[src/rtl/truth_sweep_driver.sv]
// rtl/truth_sweep_driver.sv - drives all 16 {w,x,y,z} vectors into the breadboard and checks {f4,f5,f6} against golden.
// Optional first-failing-row capture is enabled by defining TRUTH_SWEEP_FIRST_FAIL_EN.
module truth_sweep_driver #(
    parameter int SETTLE_CYC = 2,
    parameter int CNT_W      = 8
) (
    input  logic       clk,
    input  logic       rst_n,
    input  logic       start_i,
    output logic [3:0] stim_o,
    input  logic [2:0] resp_i,
    output logic       busy_o,
    output logic       row_valid_o,
    output logic [3:0] row_idx_o,
    output logic [2:0] row_resp_o,
    output logic [2:0] row_exp_o,
    output logic       row_fail_o,
    output logic       done_o,
    output logic       pass_o,
    output logic [4:0] err_cnt_o,
    output logic [3:0] first_fail_o,
    output logic       first_vld_o
);

    localparam logic [1:0] ST_IDLE   = 2'd0;
    localparam logic [1:0] ST_DRIVE  = 2'd1;
    localparam logic [1:0] ST_SAMPLE = 2'd2;
    localparam logic [1:0] ST_DONE   = 2'd3;

    localparam logic [CNT_W-1:0] SETTLE_LAST = CNT_W'(SETTLE_CYC - 1);

    logic [1:0]       state;
    logic [3:0]       row;
    logic [CNT_W-1:0] cnt;
    logic             w, x, y, z;
    logic [2:0]       golden;
    logic             row_mismatch;

    // stim_o equals row while driving, so the golden value is derived from row
    assign {w, x, y, z} = row;
    assign golden = {y & z,
                     (~y & ~z) | (~w & ~x),
                     (~w & ~x & z) | (~w & ~x & y) | (x & ~y & z) | (w & ~x & ~y & ~z)};
    assign row_mismatch = (resp_i != golden);

    always_ff @(posedge clk or negedge rst_n) begin
        if (!rst_n) begin
            state       <= ST_IDLE;
            row         <= 4'd0;
            cnt         <= '0;
            stim_o      <= 4'd0;
            busy_o      <= 1'b0;
            row_valid_o <= 1'b0;
            row_idx_o   <= 4'd0;
            row_resp_o  <= 3'd0;
            row_exp_o   <= 3'd0;
            row_fail_o  <= 1'b0;
            done_o      <= 1'b0;
            pass_o      <= 1'b0;
            err_cnt_o   <= 5'd0;
        end else begin
            row_valid_o <= 1'b0;
            done_o      <= 1'b0;
            case (state)
                ST_IDLE: begin
                    if (start_i) begin
                        state     <= ST_DRIVE;
                        row       <= 4'd0;
                        cnt       <= '0;
                        stim_o    <= 4'd0;
                        err_cnt_o <= 5'd0;
                        pass_o    <= 1'b0;
                        busy_o    <= 1'b1;
                    end
                end
                ST_DRIVE: begin
                    if (cnt == SETTLE_LAST) begin
                        state <= ST_SAMPLE;
                    end else begin
                        cnt <= cnt + 1'b1;
                    end
                end
                ST_SAMPLE: begin
                    row_valid_o <= 1'b1;
                    row_idx_o   <= row;
                    row_resp_o  <= resp_i;
                    row_exp_o   <= golden;
                    row_fail_o  <= row_mismatch;
                    // at most 16 increments into 5 bits, so no wrap is possible
                    err_cnt_o   <= err_cnt_o + 5'(row_mismatch);
                    if (row == 4'd15) begin
                        state <= ST_DONE;
                    end else begin
                        row    <= row + 4'd1;
                        stim_o <= row + 4'd1;
                        cnt    <= '0;
                        state  <= ST_DRIVE;
                    end
                end
                ST_DONE: begin
                    done_o <= 1'b1;
                    pass_o <= (err_cnt_o == 5'd0);
                    busy_o <= 1'b0;
                    row    <= 4'd0;
                    state  <= ST_IDLE;
                end
                default: state <= ST_IDLE;
            endcase
        end
    end

`ifdef TRUTH_SWEEP_FIRST_FAIL_EN
    always_ff @(posedge clk or negedge rst_n) begin
        if (!rst_n) begin
            first_fail_o <= 4'd0;
            first_vld_o  <= 1'b0;
        end else if (state == ST_IDLE && start_i) begin
            first_fail_o <= 4'd0;
            first_vld_o  <= 1'b0;
        end else if (state == ST_SAMPLE && row_mismatch && !first_vld_o) begin
            first_fail_o <= row;
            first_vld_o  <= 1'b1;
        end
    end
`else
    assign first_fail_o = 4'd0;
    assign first_vld_o  = 1'b0;
`endif

endmodule

[config.mk]
export PLATFORM = sky130hd
export DESIGN_NAME = truth_sweep_driver
export DESIGN_NICKNAME = d
export VERILOG_FILES = /design/src/rtl/truth_sweep_driver.sv
export SDC_FILE = /design/constraint.sdc
export NUM_CORES = 1
export LEC_CHECK = 0
export ABC_AREA = 1
export CORE_MARGIN = 1
export CORE_UTILIZATION = 46
export DETAILED_ROUTE_END_ITERATION = 16
export GPL_ROUTABILITY_DRIVEN = 1
export GPL_TIMING_DRIVEN = 1
export PLACE_DENSITY = 0.78
export REMOVE_ABC_BUFFERS = 1
export SYNTH_ARGS = -nofsm -noshare
export SYNTH_HDL_FRONTEND = slang
export SYNTH_SLANG_ARGS = --single-unit
export TNS_END_PERCENT = 1
[constraint.sdc]
create_clock -name clk -period 1.65 [get_ports clk]
set_input_delay 0.33 -clock clk [delete_from_list [all_inputs] [get_ports clk]]
set_output_delay 0.33 -clock clk [all_outputs]
set_load 0.05 [all_outputs]
==> impl_metrics.json <==
{
  "status": "complete, but fails checks",
  "synth_enable_flop_cells": 0,
  "async_reset_ff_share_pct": 100,
  "finalSetupViolations": 4,
  "hold_class": "in2async",
  "cts_tree": "done",
  "synth_area_sq_mm": 0.00189,
  "syn_inst": 223,
  "final_area_sq_mm": 0.00250,
  "p_int_mw": 2.40,
  "ys.flop_type": "dfrtp_1",
  "postPlaceCellArea_sq_mm": 0.00226,
  "clock_latency_ps": 290,
  "grt_pass1_vias": 1588,
  "grt-ovfl-total": 0,
  "min_period_ps": 1860,
  "fin_tns_setup_ps": -576,
  "wire_per_inst_um": 12.3,
  "finalCritPeriodShare_pct": 113,
  "drive_gt1_share_pct": 30.7,
  "core_area_sq_mm": 0.00380,
  "p_seq_share_pct": 31.9,
  "r2r-start": "row[0]$_DFFE_PN0P_",
  "cts.sinks": 38,
  "synth_top_area_share_pct": 50.4,
  "critPathLaunchType": "flip-flop",
  "fmax_mhz": 537,
  "arrival_ps": 2050,
  "layout.nets": 286,
  "port_buffers": 29,
  "crit_start": "row[0]$_DFFE_PN0P_",
  "dr.pass1.iters": 5,
  "critical_path_class": "reg2reg",
  "vias_per_cell": 5.02,
  "cts_made_buffers": 5,
  "yosysSeqAreaShare_pct": 50.4,
  "cp_max_fo": 4,
  "leakagePower_nw": 1.27,
  "clk_path_buf_depth": 2,
  "num_rows": 22,
  "drt_wl_total_um": 3950,
  "dieWidth_um": 66.0,
  "netlist_top_cells_area": "dfrtp_1, nand2_1, nand3_1",
  "failed_checks": "setup timing",
  "drv_cap": 0,
  "syn_avg_cell_area_sq_um": 8.46,
  "synth_top_area_cell": "dfrtp_1",
  "combPwrFrac_pct": 50.0,
  "antenna_left": 0,
  "total_power_mw": 4.41,
  "ys_ff_latch": 38,
  "crit_path_top_delay_cell": "dfrtp_1",
  "ir_drop_mv": 0.964,
  "initial_core_util_pct": 49.7,
  "gp_congestion": 0.806,
  "crit_family": "adder cells",
  "yosysWarnings": 0,
  "htreeDepth": 2,
  "die_h_um": 66.0,
  "n_fill_cell": 295,
  "cp_data_required_time_ps": 1830,
  "crit_path_cell_trace": "ha_2 -> xnor2_1 -> nand2_1 -> nor2_2 -> nand3_2 -> ha_4 -> ha_4 -> nand2_2 -> nor3_1 -> o21a_1",
  "slew_viol_final": 0,
  "grt_antenna_before_repair": 0,
  "instances_no_fill": 322,
  "critical_path.max_stage_delay_ps": 430,
  "preCtsSetupSlack_ps": -482,
  "hold_ws_ps": 455,
  "mostFrequentLayoutCell": "nand2_1",
  "grt_usage_pct": 20.9,
  "power_switching_mw": 2.01,
  "p_sw_share_pct": 45.6,
  "timing.critical_path.buf_inv": 0,
  "drcViolationCount": 0,
  "crit_path_end_kind": "flip-flop",
  "setup_slack_ps": -214,
  "p_per_area_mw_per_mm2": 1770,
  "grt_pass1_wl_um": 6850,
  "rsz0062_at_grt": "true",
  "die_area_sq_mm": 0.00436,
  "ios": 35,
  "crit_top_cell": "ha_4",
  "synth_cell_types": 31,
  "p_clk_share_pct": 18.2,
  "dpl.hpwl_um": 2810,
  "dp_cells": 312,
  "most-common-layout-cells": "nand2_1, buf_4, dfrtp_1, inv_1, nand3_1",
  "vias": 1618,
  "hold_viol": 0,
  "grt_max_degree": 15,
  "skew_ps": 5.83,
  "final_util_pct": 65.7,
  "insertedDiodeCount": 0,
  "syn_to_final_growth_pct": 32.4,
  "root_buffer": "clkbuf_8",
  "clkTransAtPathRegs_ps": 70,
  "drt_iter0_drc": 83
}
[worst register-to-register path: stages (launching register included)]
cell	delay, ps
dfrtp_1	430
ha_2	210
xnor2_1	140
nand2_1	80
nor2_2	140
nand3_2	120
ha_4	190
ha_4	170
nand2_2	80
nor3_1	40
o21a_1	170
[path summary, 6_finish.rpt]
check,endpoint,slack [ps],depth (start not counted)
hold reg to reg,row_resp_o[2]$_DFFE_PN0P_,480,2
setup reg to reg,err_cnt_o[4]$_DFFE_PN0P_,-210,10
hold / removal,row[1]$_DFFE_PN0P_,450,2
setup / recovery,err_cnt_o[4]$_DFFE_PN0P_,-210,10
max in group asynchronous,cnt[0]$_DFFE_PN0P_,700,3
min in group clk,row_resp_o[2]$_DFFE_PN0P_,480,2
[state kept, by name, indices dropped and copies added (netlist names)]
name,cells
row_fail_o,1
row,4
stim_o,4
pass_o,1
cnt,8
row_idx_o,4
busy_o,1
state,2
row_resp_o,3
done_o,1
row_valid_o,1
row_exp_o,3
err_cnt_o,5
[cells by family after synthesis]
group           Yosys count  synth area share (%)
compound gates           28                  8.02
xor+xnor                  3                  1.39
fa+ha+maj                 6                  3.98
buf+inv                  33                  8.09
flops                    38                  50.4
other cells               1                 0.199
simple gates            114                  27.9
[power by group through the flow]
stage | clock (mW) | sequential, mW | combinational (mW)
floorplan | 0 | 2.02 | 0.791
global placement | 0 | 1.39 | 2.04
detailed placement | 0 | 1.40 | 2.08
CTS | 0.812 | 1.40 | 2.16
global route | 0.853 | 1.44 | 2.40
finish | 0.802 | 1.41 | 2.21
[routing by layer]
layer  vias to the layer above  track usage, %  share of wire, %
met5                         -               0                 0
met4                         0            9.84               1.1
met3                         5            4.83               5.9
met2                        53            33.9                49
met1                       756            26.2                44
li1                        804               -                 -
[repair_timing]
item | 4_1_cts | 5_1_grt
resized for setup | 18 | 9
buffers inserted | 1 | 1
hold buffers | 1 | 0
endpoints found under the hold margin | 12 | 0
endpoints found under the setup margin | 5 | 20
pin swaps | 6 | 7
[cell type report]
type                            instances  area, sq um  area share [%]
Clock buffer                            6         82.6            3.31
Multi-Input combinational cell        156          896            35.9
Clock inverter                          1         30.0            1.20
Timing Repair Buffer                   48          383            15.3
Tap cell                               48         60.1            2.40
Sequential cell                        38          951            38.1
Inverter                               25         95.1            3.81
[synth_stat cells, types with 3 or more instances]
| cell type | count |
|---|---|
| inv_1 | 22 |
| o21ai_0 | 15 |
| nand3_1 | 17 |
| or2_2 | 4 |
| a21oi_1 | 4 |
| ha_1 | 6 |
| nor2_2 | 3 |
| o21ai_1 | 5 |
| nor2_1 | 15 |
| nand4_1 | 3 |
| dfrtp_1 | 38 |
| buf_4 | 7 |
| nand2_1 | 61 |
(Power assumes the default switching activity.)
